<file path="config.mk">
export PLATFORM = sky130hd
export DESIGN_NAME = mux_rr_arbiter
export DESIGN_NICKNAME = d
export VERILOG_FILES = /design/src/rtl/mux_rr_arbiter.sv
export SDC_FILE = /design/constraint.sdc
export NUM_CORES = 1
export LEC_CHECK = 0
export BUFFER_PORTS_ARGS = -buffer_cell sky130_fd_sc_hd__buf_4
export CAP_MARGIN = 5
export CORE_UTILIZATION = 45
export DETAILED_ROUTE_END_ITERATION = 12
export PLACE_DENSITY = 0.75
export SYNTH_ARGS = -nofsm -noshare
export SYNTH_HDL_FRONTEND = slang
export SYNTH_SLANG_ARGS = --single-unit
</file>
<file path="constraint.sdc">
create_clock -name i_clk -period 2.2 [get_ports i_clk]
set_input_delay 0.44 -clock i_clk [delete_from_list [all_inputs] [get_ports i_clk]]
set_output_delay 0.44 -clock i_clk [all_outputs]
set_load 0.03 [all_outputs]
</file>
<file path="src/rtl/mux_rr_arbiter.sv">
// Round-robin arbiter driving a 4:1 single-bit mux.
// Grants are held until the owner drops its request or HOLD_MAX expires.
module mux_rr_arbiter #(
  parameter int HOLD_MAX = 8
) (
  input  logic       i_clk,
  input  logic       i_rst,
  input  logic [3:0] i_req,
  input  logic [3:0] i_data,
  output logic [3:0] o_gnt,
  output logic [1:0] o_sel,
  output logic       o_valid,
  output logic       o_out,
  output logic       o_timeout
);

  localparam int CW = $clog2(HOLD_MAX + 1);

  typedef enum logic {
    IDLE,
    GRANT
  } state_t;

  state_t        state;
  logic [1:0]    last;
  logic [CW-1:0] cnt;

  logic [1:0] start;
  logic [7:0] dbl;
  logic [3:0] rot;
  logic [3:0] low;
  logic [1:0] off;
  logic [1:0] pick_idx;
  logic       pick_vld;
  logic       drop;
  logic       hold_done;

  // Rotate so the requester after the last owner sits at bit 0.
  always_comb begin
    start = last + 2'd1;
    dbl   = {i_req, i_req};
    rot   = 4'(dbl >> start);
    low   = rot & (~rot + 4'd1);
    off   = 2'd0;
    unique case (1'b1)
      low[0]:  off = 2'd0;
      low[1]:  off = 2'd1;
      low[2]:  off = 2'd2;
      low[3]:  off = 2'd3;
      default: off = 2'd0;
    endcase
    pick_idx = start + off;
    pick_vld = |i_req;
  end

  assign drop      = ~i_req[o_sel];
  assign hold_done = (cnt == CW'(HOLD_MAX));

  always_ff @(posedge i_clk) begin
    if (i_rst) begin
      state     <= IDLE;
      o_gnt     <= 4'd0;
      o_sel     <= 2'd0;
      o_valid   <= 1'b0;
      o_timeout <= 1'b0;
      cnt       <= '0;
      last      <= 2'd3;
    end else begin
      unique case (state)
        IDLE: begin
          o_timeout <= 1'b0;
          if (pick_vld) begin
            state   <= GRANT;
            o_gnt   <= 4'b0001 << pick_idx;
            o_sel   <= pick_idx;
            o_valid <= 1'b1;
            cnt     <= CW'(1);
            last    <= pick_idx;
          end
        end
        GRANT: begin
          if (drop || hold_done) begin
            o_timeout <= ~drop;
            if (pick_vld) begin
              o_gnt <= 4'b0001 << pick_idx;
              o_sel <= pick_idx;
              cnt   <= CW'(1);
              last  <= pick_idx;
            end else begin
              state   <= IDLE;
              o_gnt   <= 4'd0;
              o_valid <= 1'b0;
              cnt     <= '0;
            end
          end else begin
            o_timeout <= 1'b0;
            cnt       <= cnt + CW'(1);
          end
        end
        default: state <= IDLE;
      endcase
    end
  end

  assign o_out = o_valid & i_data[o_sel];

endmodule
</file>
* Word-level counts from Yosys, hierarchy flattened
Index checks and enable logic that the tools add are counted.
** Operators by class
- Shift operators :: 2
- $add $sub $neg :: 4
- Reduce and logical (&&, ||, !) cells :: 4
- Mux-type cells :: 28
- Equal/unequal tests :: 4
- Bitwise gates (word level) :: 5
- $lt $le $gt $ge :: 1
** Operator list (number)
- 4-bit two-way mux :: 5
- 4-bit case mux with 2 select lines :: 2
- 1-bit two-way mux :: 9
- 4-bit by 1-bit adder with 4-bit output (second input constant) :: 2
- 2-bit two-way mux :: 4
- 2-bit case mux with 2 select lines :: 2
- 8-bit by 2-bit right shift with 4-bit output :: 1
- 1-bit case mux with 2 select lines :: 3
- 2-bit case mux with 3 select lines :: 1
- 4-bit bitwise AND :: 1
- 1-bit binary-select mux with 2-bit select :: 2
- 4-bit equality test (second input constant) :: 1
- 2-bit != test (second input constant) :: 2
- 4-bit inverter :: 1
- 4-bit OR reduction :: 1
- 1-bit by 2-bit left shift with 4-bit output (first input constant) :: 1
- 2-bit by 3-bit less-than comparator with 1-bit output (second input constant) :: 1
- 3-bit AND reduction :: 1
- 2-bit by 1-bit adder with 2-bit output (second input constant) :: 1
- 2-bit adder :: 1
- 2-bit by 1-bit != test with 1-bit output (second input constant) :: 1
- 1-bit inverter :: 2
- 2-bit AND reduction :: 1
- 1-bit bitwise AND :: 1
- 1-bit logical OR :: 1
** Storage, ports and cells
- Logic and storage cells :: 55
- Register bits :: 15

* Depth between registers and ports, before layout
Gate-level depths: netlist of run 1.
- Depth in word-level cells :: 11
- Mapped depth :: 10

* Worst setup path after synthesis of run 1
No wires, ideal clock.
- Path kind :: in2reg
- From :: input port i_req[3]
- To :: register o_gnt[2]
- Buffers on the path :: 1
- Stages :: 9
- Path slack :: 205 ps
- Data arrival time :: 1894 ps
- Required time :: 2099 ps
- Path through :: buf_2 > o311ai_0 > o21ai_0 > nand2_1 > ha_1 > xor2_1 > xnor2_1 > xnor2_1 > o41ai_1
** Between the ends
- Word-level cells in the longest chain between the ends :: 10
** Ends and longest elaborated chain
- start, declared :: RTL line 8 : input logic [3:0] i_req,
- 8-bit by 2-bit right shift with 4-bit output :: RTL line 42 : rot = 4'(dbl >> start);
- 4-bit inverter :: RTL line 43 : low = rot & (~rot + 4'd1);
- 4-bit by 1-bit adder with 4-bit output :: RTL line 43
- 4-bit bitwise AND :: RTL line 43
- 2-bit case mux with 3 select lines :: RTL line 45 : unique case (1'b1)
- 2-bit adder :: RTL line 52 : pick_idx = start + off;
- 1-bit by 2-bit left shift with 4-bit output :: RTL line 74, 85
- 4-bit two-way mux :: RTL line 84 : if (pick_vld) begin
- 4-bit two-way mux :: RTL line 82 : if (drop || hold_done) begin
- 4-bit case mux with 2 select lines :: RTL line 69 : unique case (state)
- end signal, assigned :: RTL line 74 : o_gnt <= 4'b0001 << pick_idx;
- end signal, assigned :: RTL line 85 : o_gnt <= 4'b0001 << pick_idx;
- end, declared :: RTL line 10 : output logic [3:0] o_gnt,
Parallel ways exist; a longest one is shown, timed or not. The select of a mux whose other input is x is not followed.
A chain may end at the register's enable or synchronous reset.

* Final worst setup path of run 1
- From :: register last[0]
- To :: register o_gnt[2]
** Between the ends
- Word-level cells in the longest chain between the ends :: 11
** Ends and longest elaborated chain
- start, declared :: RTL line 25 : logic [1:0] last;
- start signal, assigned :: RTL line 78 : last <= pick_idx;
- start signal, assigned :: RTL line 88 : last <= pick_idx;
- 2-bit by 1-bit adder with 2-bit output (*) :: RTL line 40 : start = last + 2'd1;
- 8-bit by 2-bit right shift with 4-bit output :: RTL line 42
- 4-bit inverter :: RTL line 43
- 4-bit by 1-bit adder with 4-bit output :: RTL line 43
- 4-bit bitwise AND :: RTL line 43
- 2-bit case mux with 3 select lines :: RTL line 45
- 2-bit adder (*) :: RTL line 52
- 1-bit by 2-bit left shift with 4-bit output (*) :: RTL line 74, 85
- 4-bit two-way mux :: RTL line 84
- 4-bit two-way mux :: RTL line 82
- 4-bit case mux with 2 select lines (*) :: RTL line 69
Mark *: on every way between the ends. The rest lies on a longest branch, timed or not. The select of a mux whose other input is x is not followed.

==> impl_metrics.csv, run 1 <==
group,metric,value,unit
worst_setup_path,cp_data_required_time,2.38,ns
min_path,holdCritPathClass,"in2reg",
global_routing,grt_pass1_wl,2920,microns
clocking,clock_latency,0.28,ns
outcome,outcome,"finished clean",
drt,dr.pass1.iters,4,
logic_synthesis,yosysTopAreaCellShare,34.9,%
global_routing,antenna_found_initial,0,
final_layout,layout_commonest_cell,"buf_4",
global_routing,grt_pass1_vias,684,
worst_setup_path,reg2reg_from,"last[0]",
logic_synthesis,yosys.area.top_type,"dfxtp_1",
clocking,clkTransAtPathRegs,0.08,ns
logic_synthesis,synth_seq_cells,15,
clocking,clk_path_buf_depth,2,
clocking,post-cts-setup-buffers,0,
logic_synthesis,yosysSeqAreaShare,34.9,%
logic_synthesis,ys_warn_count,0,
die,initial_core_util,48.8,%
sta,finalHoldViolations,0,
min_path,holdPathStages,2,
logic_synthesis,synth_area,861,sq um
worst_setup_path,cp.arrival,2.16,ns
sta,fin_crit,1.98,ns
die,io_pins,19,
logic_synthesis,yosys.area_share.adder,5.81,%
logic_synthesis,synth_xor_area_share,3.05,%
die,die-area,0.00209,sq mm
worst_setup_path,setup.worst_path.end_class,"register",
worst_setup_path,worst_r2r_path_depth,8,
die,core-area,0.00176,sq mm
clocking,cts-htree-levels,1,
die,row_count,15,
placement,finalWeightedCongestion,0.741,
logic_synthesis,synth_mux_area_share,5.23,%
flow_run,cap_violations,0,
clocking,cts_tree,"done",
logic_synthesis,syn_nets,118,
logic_synthesis,ys_types,34,
sta,clock.fmax,0.504,GHz
min_path,hold_path_end,"o_valid",
final_layout,syn_to_final_growth,21.4,%
final_layout,fin_area,0.00104,sq mm
logic_synthesis,synth_top_family_by_area,"simple AND/OR/NAND/NOR gates",
die,die_x,45.7,microns
drt,wl,1800,microns
worst_setup_path,r2r-end,"o_gnt[2]",
clocking,cts_resized,0,
drt,wl_per_cell,12.3,microns
worst_setup_path,r2r_slack,0.22,ns
logic_synthesis,avgSynthCellArea,8.28,sq um
power,vdd_ir_drop_max,757,uV
min_path,min-delay-start,"i_rst",
clocking,cts-root-buf,"clkbuf_4",
final_layout,fin_nets,136,
sta,slew_headroom,74.8,%
worst_setup_path,path_class,"reg2reg",
worst_setup_path,worstSetupStartpointType,"register",
logic_synthesis,ys_top_cells_by_area,"dfxtp_1 (35%), a21oi_1 (5.8%), ha_1 (5.8%)",
sta,fin_crit_sh,90.1,%
drt,drc_errors,0,
placement,placed_area,0.00100,sq mm
drt,first_iter_violations,20,
sta,fin_tns_setup,0,ns
global_routing,gr-total-overflow,0,
power,powerDensity,1130,mW/mm^2
logic_synthesis,synth-simple-area-share,25.9,%
final_layout,fin_cells,146,
drt,vias_per_cell,5.51,
final_layout,drive_above_1_share,24.8,%
sta,fin_ws,0.217,ns
sta,finClkSkew,0.000789,ns
logic_synthesis,synthCells,104,
power,cellLeakagePower,0.443,nW
die,die_y,45.7,microns
final_layout,antenna_cells,0,
clocking,numClockSinks,15,
worst_setup_path,worst-path-max-fanout,11,
placement,port_buffers,18,
logic_synthesis,synth_compound_area_share,19.2,%
drt,ant_nets,0,
clocking,hold_buffers,0,
placement,place_ws,-0.0861,ns
global_routing,grt_max_degree,18,
sta,rsz0062_at_grt,"no",
drt,vias,805,
sta,holdWs,0.456,ns
sta,drv_slew,0,
sta,setup_viol,0,
global_routing,grt_usage,19.6,%
placement,hpwl,1310,microns
placement,dp.cells,142,
final_layout,most-common-layout-cells,"buf_4 (18), dfxtp_1 (14), nand2_1 (11), nor2_1 (10), a21oi_1 (10)",
clocking,cts-buffers-inserted,3,
sta,worst_pin_slew,0.378,ns
==> metal layers <==
layer	up-vias	GRT usage [%]	part of all wire [%]
li1	408	-	-
met1	370	27.1	46
met5	-	0	0
met3	2	7.54	7.6
met2	25	29.1	45
met4	0	3.53	0.56
==> synth_stat cells (all sizes together) <==
library cell	instances
or4b	1
nand2b	1
a21oi	10
nand3b	2
a22o	2
nor3	4
dfxtp	15
nand2	12
mux4	2
xnor2	2
o32ai	2
ha	4
o31ai	2
clkbuf	2
a32oi	1
nor2	10
a211oi	1
o41ai	1
nor4	1
buf	3
nor2b	1
o21ai	5
and2	2
or4	1
or2	2
o22ai	1
xor2	1
o311ai	1
nand4b	1
inv	7
nand3	4
==> final cells by class <==
cell class,count,area (sq um)
tap,25,31.3
fill,169,719
inverter,7,26.3
timing repair buffer,18,135
sequential,15,302
multi-input combinational,77,524
clock buffer,4,26.3
==> power breakdown <==
part	switching, mW	internal, mW	leakage, nW
registers	0.0767	0.338	0.123
clock network	0.0812	0.0704	0.0150
logic	0.346	0.264	0.305
==> critical path: stages, from the launching register on <==
cell      delay (ns)
dfxtp_2         0.38
o311ai_1        0.27
o21ai_0         0.12
nand2_1         0.09
ha_1            0.16
xor2_1          0.20
xnor2_1         0.18
xnor2_2         0.15
o41ai_2         0.32
==> cells by family (layout without fill, tap and decap cells) <==
logic type,count (synthesis),in the layout
AOI/OAI and AO/OA,26,26
xor gates and xnor gates,3,3
adders and majority gates,4,4
buffers and inverters,12,29
DFF,15,15
muxes,2,2
and+or+nand+nor,42,42
==> worst max path at each step <==
stage | from | cells after the start | slack (ns) | to
final | last[0] | 8 | 0.22 | o_gnt[2]
after global routing | last[0] | 8 | 0.05 | o_gnt[2]
after CTS | last[0] | 8 | 0.01 | o_gnt[2]
after detailed placement | i_req[0] | 10 | -0.09 | last[1]
after global placement | i_req[0] | 10 | 0.01 | o_gnt[2]
after floorplan | i_req[3] | 9 | 0.20 | o_gnt[2]
==> through the flow <==
stage	power, mW	util (%)
after floorplan	0.834	-
after global placement	0.967	56.8
after detailed placement	0.977	56.8
after CTS	1.13	58.3
after global routing	1.26	59.2
final	1.18	59.2
==> flip-flops by register name, indices dropped and copies added (netlist names) <==
register,flops
cnt,4
o_gnt,4
last,2
o_sel,2
o_timeout,1
o_valid,1
state,1
(Power assumes the default switching activity.)
==> inputs of run 2 (changes only) <==
--- a/config.mk
+++ b/config.mk
@@ -5,11 +5,12 @@
 export SDC_FILE = /design/constraint.sdc
 export NUM_CORES = 1
 export LEC_CHECK = 0
+export ABC_AREA = 1
 export BUFFER_PORTS_ARGS = -buffer_cell sky130_fd_sc_hd__buf_4
 export CAP_MARGIN = 5
-export CORE_UTILIZATION = 45
+export CORE_UTILIZATION = 50
 export DETAILED_ROUTE_END_ITERATION = 12
-export PLACE_DENSITY = 0.75
+export PLACE_DENSITY = 0.8
 export SYNTH_ARGS = -nofsm -noshare
 export SYNTH_HDL_FRONTEND = slang
 export SYNTH_SLANG_ARGS = --single-unit
==> impl_metrics.csv, run 2 <==
group,metric,value,unit
outcome,outcome,"finished clean",
logic_synthesis,synth_most_common_cell,"nand2_1",
clocking,cts-buffers-inserted,3,
placement,port_buffers,18,
logic_synthesis,synth_area,0.00101,sq mm
clocking,numClockSinks,15,
die,row_count,15,
final_layout,most-common-layout-cells,"nand2_1 (54), buf_4 (19), inv_1 (16), dfxtp_1 (15), nand3_1 (12)",
power,cellLeakagePower,0.610,nW
logic_synthesis,synth_edf_count,0,
logic_synthesis,synth-simple-area-share,43.1,%
power,comb_power_share,65.0,%
die,core-area,0.00182,sq mm
power,pwr-share-clk,10.2,%
worst_setup_path,r2r_slack,0.19,ns
drt,ant_nets,0,
drt,wl_per_cell,11.2,microns
placement,dp.cells,197,
power,swShare,51.4,%
placement,finalWeightedCongestion,0.828,
logic_synthesis,synthCells,157,
logic_synthesis,ys_types,27,
worst_setup_path,cp_data_required_time,2.43,ns
worst_setup_path,path_cells,"inv_2 > nand2_1 > nand2_2 > nand2_1 > nand2_2 > a31oi_1 > nor2_1 > ha_1 > xor2_1 > nand3_2 > nand2_2 > nand2_1 > a21oi_2",
worst_setup_path,cp_top_family,"simple AND/OR/NAND/NOR gates",
sta,fin_tns_setup,0,ns
sta,finalHoldViolations,0,
worst_setup_path,crit_buf_inv,1,
clocking,hold_buffers,0,
global_routing,grt_usage,23.7,%
worst_setup_path,worstSetupStartpointType,"register",
logic_synthesis,synthArstFlopShare,0,%
drt,first_iter_violations,29,
sta,setup_viol,0,
sta,worst_pin_slew,0.364,ns
global_routing,gr-total-overflow,0,
logic_synthesis,synth_top_family_by_area,"simple AND/OR/NAND/NOR gates",
clocking,clock_latency,0.29,ns
sta,slew_headroom,75.7,%
global_routing,grt_max_degree,15,
worst_setup_path,worst-path-max-fanout,11,
worst_setup_path,max_stage_delay,0.39,ns
global_routing,grt_pass1_vias,894,
final_layout,fillers,174,
logic_synthesis,yosysSeqAreaShare,29.6,%
sta,fin_crit_sh,91.3,%
final_layout,fin_nets,191,
clocking,cts_resized,0,
logic_synthesis,yosysTopAreaCellShare,29.6,%
worst_setup_path,setup.worst_path.end_class,"register",
power,p_total,1.54,mW
logic_synthesis,syn_nets,171,
logic_synthesis,synth_compound_area_share,10.9,%
logic_synthesis,synth_seq_cells,15,
power,vdd_ir_drop_max,914,uV
logic_synthesis,synth_commonest_cells,"nand2_1 (54), inv_1 (16), dfxtp_1 (15), nand3_1 (12), nand2_2 (10)",
power,p_seq_share,24.8,%
die,io_pins,19,
worst_setup_path,slowest_stage,"dfxtp_1",
final_layout,layout_commonest_cell,"nand2_1",
logic_synthesis,ys_top_cells_by_area,"dfxtp_1 (30%), nand2_1 (20%), nand2_2 (6.2%)",
power,switching_power,0.791,mW
die,die_x,47.0,microns
worst_setup_path,path_class,"reg2reg",
logic_synthesis,synth_flop_cell,"dfxtp_1",
clocking,cts_tree,"done",
clocking,post-cts-setup-buffers,0,
sta,finClkSkew,0.00815,ns
final_layout,regArea,300,sq um
global_routing,antenna_found_initial,0,
drt,vias_per_cell,5.14,
drt,drc_errors,0,
final_layout,fin_cells,201,
logic_synthesis,ys_warn_count,0,
die,initial_core_util,55.7,%
logic_synthesis,avgSynthCellArea,6.46,sq um
sta,fin_ws,0.191,ns
sta,rsz0062_at_grt,"no",
logic_synthesis,synth_xor_area_share,1.73,%
placement,place_ws,0.179,ns
die,die-area,0.00221,sq mm
clocking,clkTransAtPathRegs,0.09,ns
logic_synthesis,yosys.area.top_type,"dfxtp_1",
sta,drv_slew,0,
placement,hpwl,1790,microns
final_layout,antenna_cells,0,
clocking,cts-root-buf,"clkbuf_4",
logic_synthesis,yosys.area_share.adder,4.94,%
global_routing,grt_pass1_wl,3680,microns
final_layout,multi_input_area,614,sq um
power,powerDensity,1300,mW/mm^2
flow_run,cap_violations,0,
drt,dr.pass1.iters,5,
logic_synthesis,synth_mux_area_share,0,%
drt,wl,2250,microns
power,p_int,0.748,mW
final_layout,drive_above_1_share,23.9,%
clocking,cts-htree-levels,1,
drt,vias,1034,
sta,clock.fmax,0.498,GHz
die,die_y,47.0,microns
min_path,holdCritPathClass,"in2reg",
final_layout,reg_top3,"cnt: 4 flops, o_gnt: 4 flops",
worst_setup_path,cp.arrival,2.24,ns
final_layout,syn_to_final_growth,17.0,%
sta,fin_crit,2.01,ns
clocking,clk_path_buf_depth,2,
[run 2: cell types whose count changed in the layout (fill, tap and decap cells not counted), moves of 3 or more]
| cell | delta |
|---|---|
| nand2_1 | +43 |
| a21oi_1 | -3 |
| nand2_2 | +9 |
| a21oi_2 | +3 |
| nand3_1 | +9 |
| inv_2 | +3 |
| inv_1 | +9 |
[run 2: worst paths after layout]
kind            from       end  cells after the start
min reg2reg  o_valid   o_valid                      2
max reg2reg  last[0]  o_gnt[3]                     13
min            i_rst  o_sel[1]                      2
max          last[0]  o_gnt[3]                     13
[run 2: layout make-up]
cell class / count / share of cell area [%]
clock buffer: 4 / 2.22
inverter: 19 / 6.01
multi-input combinational: 119 / 51.8
sequential: 15 / 25.3
tap: 25 / 2.64
timing repair buffer: 19 / 12.0
[run 2: cells by family after synthesis]
group	after synthesis
flops	15
fa+ha+maj	4
buf+inv	23
simple gates	95
compound gates	18
xor+xnor	2
[run 2: per-layer routing]
metal	track usage (%)	vias up	routed length (microns)
met3	6.15	7	130
met5	0	-	0
met2	39.7	42	1050
li1	-	534	-
met4	9.14	0	43
met1	29.1	451	1030
[run 2: power groups by stage]
stage	sequential, mW	clock (mW)	combinational, mW
after global placement	0.385	0	0.952
after detailed placement	0.387	0	0.994
final	0.381	0.157	1.00
after floorplan	0.431	0	0.752
after CTS	0.381	0.160	0.997
after global routing	0.390	0.169	1.12
[run 2: per-stage QoR]
step                      hold WS (ns)  utilization [%]  instance area [sq um]
after CTS                        0.418             65.2                   1190
after floorplan                  0.461                -                   1010
final                            0.414             65.2                   1190
after detailed placement         0.469             63.7                   1160
after global routing             0.425             65.2                   1190
after global placement           0.466             63.7                   1160
